--- src/rtl/mem_access_unit.sv ---
// -----------------------------------------------------------------------------
// mem_access_unit
//
// Memory-stage load/store unit for a 5-stage RV32I pipeline. It takes the
// EX/MEM control (store_mem, load_mem, size, sign), the effective address and
// the store data. It runs one request/grant/response transaction on the
// data-memory port and returns an aligned, sign- or zero-extended load result.
// The pipeline is held with stall until the access completes.
//
// Ports
//   clk, rst        rising-edge clock, asynchronous active-high reset
//   store_mem       EX/MEM instruction is a store (wins if load_mem is also set)
//   load_mem        EX/MEM instruction is a load
//   size            access size in bytes: 1, 2 or 4 (anything else is illegal)
//   sign            sign-extend the load result (size 1 or 2 only)
//   addr            effective byte address
//   store_data      rs2 value; the low `size` bytes are significant
//   dmem_req/we     memory request valid / request is a write
//   dmem_addr       word-aligned address
//   dmem_be         byte-lane enables
//   dmem_wdata      lane-replicated write data
//   dmem_gnt        memory accepts the request this cycle
//   dmem_rvalid     read data valid (honoured only while waiting for it)
//   dmem_rdata      read word
//   stall           hold PC and the IF/ID, ID/EX and EX/MEM registers
//   load_data       registered, extended load result
//   misalign_err    registered; the last access was misaligned or illegal size
// -----------------------------------------------------------------------------
module mem_access_unit #(
  parameter int XLEN = 32
) (
  input  logic            clk,
  input  logic            rst,
  input  logic            store_mem,
  input  logic            load_mem,
  input  logic [2:0]      size,
  input  logic            sign,
  input  logic [XLEN-1:0] addr,
  input  logic [XLEN-1:0] store_data,
  output logic            dmem_req,
  output logic            dmem_we,
  output logic [XLEN-1:0] dmem_addr,
  output logic [3:0]      dmem_be,
  output logic [XLEN-1:0] dmem_wdata,
  input  logic            dmem_gnt,
  input  logic            dmem_rvalid,
  input  logic [XLEN-1:0] dmem_rdata,
  output logic            stall,
  output logic [XLEN-1:0] load_data,
  output logic            misalign_err
);

  typedef enum logic [1:0] {
    IDLE       = 2'd0,
    WAIT_GNT   = 2'd1,
    WAIT_RDATA = 2'd2,
    DONE       = 2'd3
  } state_e;

  state_e state_q, state_d;

  // Attributes captured when an access starts, so the port stays stable while
  // the FSM waits for the memory.
  logic [1:0] off_q;
  logic [2:0] size_q;
  logic       sign_q;
  logic       store_q;

  // ---------------------------------------------------------------------------
  // Decode of the access presented in IDLE
  // ---------------------------------------------------------------------------
  logic pending;
  logic is_store;
  logic misaligned;

  assign pending  = load_mem | store_mem;
  assign is_store = store_mem;

  always_comb begin
    unique case (size)
      3'd1:    misaligned = 1'b0;
      3'd2:    misaligned = addr[0];
      3'd4:    misaligned = (addr[1:0] != 2'b00);
      default: misaligned = 1'b1;
    endcase
  end

  // ---------------------------------------------------------------------------
  // Lane steering: fields come straight from the inputs in IDLE and from the
  // captured copies afterwards. addr and store_data are held by EX/MEM while
  // stall is high, so they do not need their own capture registers.
  // ---------------------------------------------------------------------------
  logic [1:0] eff_off;
  logic [2:0] eff_size;
  logic       eff_store;

  assign eff_off   = (state_q == IDLE) ? addr[1:0] : off_q;
  assign eff_size  = (state_q == IDLE) ? size      : size_q;
  assign eff_store = (state_q == IDLE) ? is_store  : store_q;

  logic [3:0]      be_lanes;
  logic [XLEN-1:0] wdata_lanes;

  // NOTE: every signal written in always_comb gets a value on every path
  // (default arm or up-front assignment); a missing path infers a latch.
  always_comb begin
    unique case (eff_size)
      3'd1:    be_lanes = 4'b0001 << eff_off;
      3'd2:    be_lanes = 4'b0011 << eff_off;
      3'd4:    be_lanes = 4'b1111;
      default: be_lanes = 4'b0000;
    endcase
  end

  always_comb begin
    unique case (eff_size)
      3'd1:    wdata_lanes = {4{store_data[7:0]}};
      3'd2:    wdata_lanes = {2{store_data[15:0]}};
      default: wdata_lanes = store_data;
    endcase
  end

  // Load extraction: shift the addressed byte down to lane 0, then extend.
  logic [XLEN-1:0] rdata_shift;
  logic [XLEN-1:0] rdata_ext;

  assign rdata_shift = dmem_rdata >> {off_q, 3'b000};

  always_comb begin
    unique case (size_q)
      3'd1:    rdata_ext = {{24{sign_q & rdata_shift[7]}},  rdata_shift[7:0]};
      3'd2:    rdata_ext = {{16{sign_q & rdata_shift[15]}}, rdata_shift[15:0]};
      default: rdata_ext = rdata_shift;
    endcase
  end

  // ---------------------------------------------------------------------------
  // FSM: state register
  // ---------------------------------------------------------------------------
  // NOTE: sequential state uses non-blocking assignments so that every flop
  // samples pre-edge values regardless of the order in which blocks evaluate.
  always_ff @(posedge clk or posedge rst) begin
    if (rst) state_q <= IDLE;
    else     state_q <= state_d;
  end

  // ---------------------------------------------------------------------------
  // FSM: next-state logic
  // ---------------------------------------------------------------------------
  always_comb begin
    state_d = state_q;
    unique case (state_q)
      IDLE: begin
        if (pending) begin
          if (misaligned)    state_d = DONE;
          else if (dmem_gnt) state_d = is_store ? DONE : WAIT_RDATA;
          else               state_d = WAIT_GNT;
        end
      end
      WAIT_GNT:   if (dmem_gnt)    state_d = store_q ? DONE : WAIT_RDATA;
      WAIT_RDATA: if (dmem_rvalid) state_d = DONE;
      DONE:       state_d = IDLE;
      default:    state_d = IDLE;
    endcase
  end

  // ---------------------------------------------------------------------------
  // FSM: outputs. req and stall are gated by rst so they drop the moment reset
  // is asserted, not at the next edge.
  // ---------------------------------------------------------------------------
  always_comb begin
    dmem_req = 1'b0;
    stall    = 1'b0;
    unique case (state_q)
      IDLE: begin
        dmem_req = pending & ~misaligned;
        stall    = pending;
      end
      WAIT_GNT: begin
        dmem_req = 1'b1;
        stall    = 1'b1;
      end
      WAIT_RDATA: stall = 1'b1;
      default: ;
    endcase
    if (rst) begin
      dmem_req = 1'b0;
      stall    = 1'b0;
    end
  end

  assign dmem_we    = eff_store;
  assign dmem_addr  = {addr[XLEN-1:2], 2'b00};
  assign dmem_be    = be_lanes;
  assign dmem_wdata = wdata_lanes;

  // ---------------------------------------------------------------------------
  // Capture and result registers
  // ---------------------------------------------------------------------------
  logic start;
  assign start = (state_q == IDLE) & pending;

  always_ff @(posedge clk or posedge rst) begin
    if (rst) begin
      off_q        <= 2'b00;
      size_q       <= 3'd0;
      sign_q       <= 1'b0;
      store_q      <= 1'b0;
      load_data    <= '0;
      misalign_err <= 1'b0;
    end else begin
      if (start) begin
        off_q        <= addr[1:0];
        size_q       <= size;
        sign_q       <= sign;
        store_q      <= is_store;
        misalign_err <= misaligned;
        if (misaligned) load_data <= '0;
      end
      if ((state_q == WAIT_RDATA) && dmem_rvalid) load_data <= rdata_ext;
    end
  end

endmodule

--- config.mk ---
export PLATFORM = sky130hd
export DESIGN_NAME = mem_access_unit
export DESIGN_NICKNAME = d
export VERILOG_FILES = /design/src/rtl/mem_access_unit.sv
export SDC_FILE = /design/constraint.sdc
export NUM_CORES = 1
export LEC_CHECK = 0
export BUFFER_PORTS_ARGS = -buffer_cell sky130_fd_sc_hd__clkbuf_2
export CAP_MARGIN = 40
export CORE_MARGIN = 3
export CORE_UTILIZATION = 47
export CTS_CLUSTER_DIAMETER = 50
export CTS_CLUSTER_SIZE = 16
export DETAILED_ROUTE_END_ITERATION = 8
export PLACE_DENSITY = 0.88
export SLEW_MARGIN = 25
export SYNTH_ARGS = -nofsm -noshare
export SYNTH_HDL_FRONTEND = slang
export SYNTH_SLANG_ARGS = --single-unit
--- constraint.sdc ---
create_clock -name clk -period 6.3 [get_ports clk]
set_clock_uncertainty 0.2 [all_clocks]
set_input_delay 0.945 -clock clk [delete_from_list [all_inputs] [get_ports clk]]
set_output_delay 0.945 -clock clk [all_outputs]
set_load 0.01 [all_outputs]
# == Word-level counts from Yosys, hierarchy flattened ==
# Cells that the tools add are included.
# classes
n_eq_ne,14
n_reduce_logical,8
n_bitwise,6
shift,3
mux,22
# op_table
operator,n
case mux 32 bit (2 select lines),2
two-way mux 32 bit,3
>> shifter 32 x 5 -> 32 bit,1
two-way mux 2 bit,6
case mux 4 bit (3 select lines),1
== test 3 x 1 -> 1 bit (second input constant),3
== test 3 x 2 -> 1 bit (second input constant),3
case mux 2 bit (4 select lines),1
== test 3 bit (second input constant),2
!= test 2 bit (second input constant),3
nonzero test 2 bit,3
two-way mux 1 bit,5
AND 1 bit,4
== test 2 bit (second input constant),2
case mux 1 bit (2 select lines),2
<< shifter 1 x 2 -> 4 bit (first input constant),1
<< shifter 2 x 2 -> 4 bit (first input constant),1
two-way mux 3 bit,1
case mux 1 bit (3 select lines),1
AND reduction 3 bit,1
== test 2 x 1 -> 1 bit (second input constant),1
logical NOT 2 bit,1
AND reduction 2 bit,1
OR reduction 2 bit,1
3 further kinds,3
# totals
input_bits,106
regBits,42
out_inout_bits,104
word_cells,60

# == Depth between registers and ports, before layout ==
# logic_depth
word_depth,6
depth_mapped,9
mapped_depth_nobuf,6

# == Worst setup path after synthesis ==
# OpenSTA, ideal clock, no wires.
# synth_path
path_kind,input to output
from,input size[1]
to,output dmem_wdata[22]
setup_slack_ns,2.865
n_path_buf,2
t_arrival_ns,2.290
path_stages,6
t_required_ns,5.155
path_cell_list,mux2_2 -> o21a_1 -> buf_2 -> nor2_4 -> buf_2 -> mux2_1
# synth_via
elab_chain_len,3
elab_cells_between_ends,4
classes_between,eq/ne (2); mux (2)
# synth_lines
item,line_no,rtl
start: declaration,36,"input logic [2:0] size,"
two-way mux 3 bit (*),98,assign eff_size = (state_q == IDLE) ? size : size_q;
== test 3 x 2 -> 1 bit or == test 3 x 1 -> 1 bit (tied branches),116,unique case (eff_size)
case mux 32 bit (2 select lines) (*),116,
end: declaration,44,"output logic [XLEN-1:0] dmem_wdata,"
# Every way passes the cells marked *; elsewhere a longest branch is shown, timed or not.

# == Final worst setup path ==
# layout_path
from,register state_q[0]
to,output dmem_wdata[19]
# layout_via
elab_chain_len,4
elab_cells_between_ends,5
classes_between,eq/ne (2); mux (2); reduce/logical (1)
# layout_lines
item,line_no,rtl
start: declaration,60,"state_e state_q, state_d;"
start signal: assignment,144,else state_q <= state_d;
logical NOT 2 bit (*),98,
two-way mux 3 bit (*),98,
== test 3 x 2 -> 1 bit or == test 3 x 1 -> 1 bit (tied branches),116,
case mux 32 bit (2 select lines) (*),116,
# Marks and branches as above.

==> results.txt <==
clk_lat worst skew - 300 ps
EDFF count, synth - 0
crit-path max FO - 17
Hold Crit Class - reg2reg
Routed Antenna Nets - 0
Syn-to-layout area delta - 18.5%
Crit. End Element - output pin
HPWL Detailed - 7450 um
Ys Warns - 0
net switching power - 915 uW
CP required - 5150 ps
Reg power frac - 23.7%
final std cells w/o fill - 533
register area share after synthesis - 32.4%
core box area - 6530 um2
Pre-antenna DRT Iters - 4
Avg Inst Size Synth - 9.11 um2
dpl cell area - 3730 um2
Max Freq - 241 MHz
clock power share - 10.9%
Crit Path Class - reg2out
crit share post-route - 65.9%
clock tree from TritonCTS - yes
initial antenna violation count - 0
Mapped Cells - 356
Setup Buffers After CTS - 0
Hold WS - 291 ps
die area - 7930 um2
commonest non-fill, non-tap cell in the layout - clkbuf_2
#FFs+latches synth - 42
Routed Wire Length - 9390 um
CP Cell Sequence - inv_1 > ha_1 > mux2_2 > o21a_1 > nor2_4 > mux2_2 > clkbuf_2
CTS Buf Count - 5
Ant. Diodes - 0
port bufs - 147
most frequent cells in the layout - 147 x clkbuf_2, 42 x dfrtp_1, 30 x nand2_1
Via density - 5.80
largest net degree at the start of global routing - 43
Max Transition Viols Final - 0
num rows - 29
M1 GR Usage - 27.3%
worst stage delay on the critical path - 540 ps
fillers - 584
GR Util met3 - 5.71%
Final Hold Vio Count - 0
Die Ht - 89.1 um
most frequent cell on the critical path - mux2_2
DRC - 0
relative slew slack - 45.5%
average wire per standard cell - 17.6 um
ys flop type - dfrtp_1
setup tns final - 0 ps
Worst Max-Slew Pin Slew - 817 ps
Combinational Power Share - 65.4%
H-tree Lvls - 2
cell-internal power - 1.04 mW
RSZ-0062 raised after global routing - false
GRT Util Overall - 23.6%
Leakage Power - 1.97 nW
fin crit period - 4150 ps
DP Worst Slack - 2470 ps
Reg clk slew, reported paths - 80 ps
final setup fails - 0
Mapped Area - 3240 um2
Post-CTS Hold Fix Bufs - 0
Pwr per Cell Area - 510 nW/um2
Slowest cell on crit path - ha_1
Netlist cell types - 50
final setup margin - 2150 ps
gpl congestion - 0.944
cts repair resizes - 0
clock sinks - 42
DIE WIDTH - 89.1 um
Clock Path Buffers - 2
Startpoint Class - flop
M2 GR Usage - 42.0%
run status - complete, no violations
Power Total - 1.96 mW
Arrival @ worst endpoint - 3000 ps
Switching Fraction - 46.7%
via count - 3091
Synth async-reset ratio - 100%
share of layout cells above drive strength 1 - 38.8%
VDD IR max - 0.296 mV
gr ovfl total - 0
root buffer selected by CTS - clkbuf_8
Initial Utilization - 49.7%
Design Area, Final - 3840 um2
DR iter-0 viols - 200
Placed Cells - 525
num ports - 210
vias in the first global route - 2980
Final #Nets - 565
Layout Utilization - 58.8%
global routing's busiest layer - met2
first-pass GRT wire length - 14400 um
max-cap violation count - 0
worst paths after layout:
check,startpoint,endpoint,slack (ps),depth (start not counted)
max,state_q[0],dmem_wdata[19],2150,7
min,load_data[12],load_data[12],290,1
max reg2reg,off_q[1],load_data[31],3530,4
min reg2reg,load_data[12],load_data[12],290,1
max in group asynchronous,rst,load_data[15],4950,3
min in group asynchronous,rst,load_data[6],570,3
area by class of cell:
type | count | area [um2] | area share (%)
inverters | 18 | 67.6 | 1.76
repair buffers | 154 | 801 | 20.8
clock inverters | 2 | 37.5 | 0.977
well taps | 77 | 96.3 | 2.51
clock buffers | 6 | 72.6 | 1.89
flip-flops and latches | 42 | 1050 | 27.4
multi-input cells | 234 | 1720 | 44.7
registers in the layout, summed over array words and instances (netlist names):
| register | count |
|---|---|
| sign_q | 1 |
| load_data | 32 |
| misalign_err | 1 |
| off_q | 2 |
| size_q | 3 |
| state_q | 2 |
| store_q | 1 |
kinds of logic (layout without fill, tap and decap cells):
kind of cell | count (synthesis) | in the layout | share of synthesized area [%]
flops | 42 | 42 | 32.4
mux | 31 | 31 | 10.4
buf+inv | 81 | 180 | 14.8
compound gates | 114 | 114 | 27.3
fa+ha+maj | 4 | 4 | 1.54
xor+xnor | 2 | 2 | 0.540
other cells | 1 | 2 | 0.116
simple gates | 81 | 81 | 13.0
power groups by stage:
stage	sequential [mW]	clock, mW	combinational, mW
finish	0.464	0.213	1.28
global route	0.482	0.232	1.41
CTS	0.463	0.219	1.28
detailed placement	0.467	0	1.28
global placement	0.480	0	1.21
floorplan	0.475	0	0.909
metal layers:
layer,vias to the layer above,part of all wire [%],wire length [um]
met4,0,2.2,207
met3,15,8.8,826
met1,1436,39,3630
met5,-,0,0
met2,181,50,4730
li1,1459,-,-
worst max-delay path, delay by kind of cell, from the launching register on:
family	cells	cell delay, ps
flip-flops	1	410
adder cells (fa/ha/maj)	1	540
AND/OR/NAND/NOR	1	370
multiplexers	2	880
AO/OA/AOI/OAI	1	260
buffers and inverters	2	240
Yosys cell counts, types with 3 or more instances:
cell type | instances | share of area, %
buf_4 | 40 | 9.3
o21ai_0 | 13 | 2.0
mux2i_1 | 19 | 5.9
dfrtp_1 | 42 | 32
a211o_1 | 9 | 2.4
nand2b_1 | 5 | 0.96
clkbuf_1 | 11 | 1.3
mux2_2 | 9 | 3.1
nand2_1 | 30 | 3.5
a31oi_1 | 5 | 0.96
o32ai_1 | 8 | 2.2
o2bb2ai_1 | 23 | 6.2
buf_2 | 8 | 1.2
o22ai_1 | 3 | 0.58
a21o_1 | 9 | 2.1
nor2_1 | 14 | 1.6
inv_1 | 18 | 2.1
ha_1 | 4 | 1.5
nor2b_1 | 11 | 2.1
a221o_1 | 8 | 2.5
and2_1 | 9 | 1.7
nor3_1 | 3 | 0.46
a32o_1 | 7 | 2.2
a21oi_1 | 17 | 2.6
(Power assumes the default switching activity.)
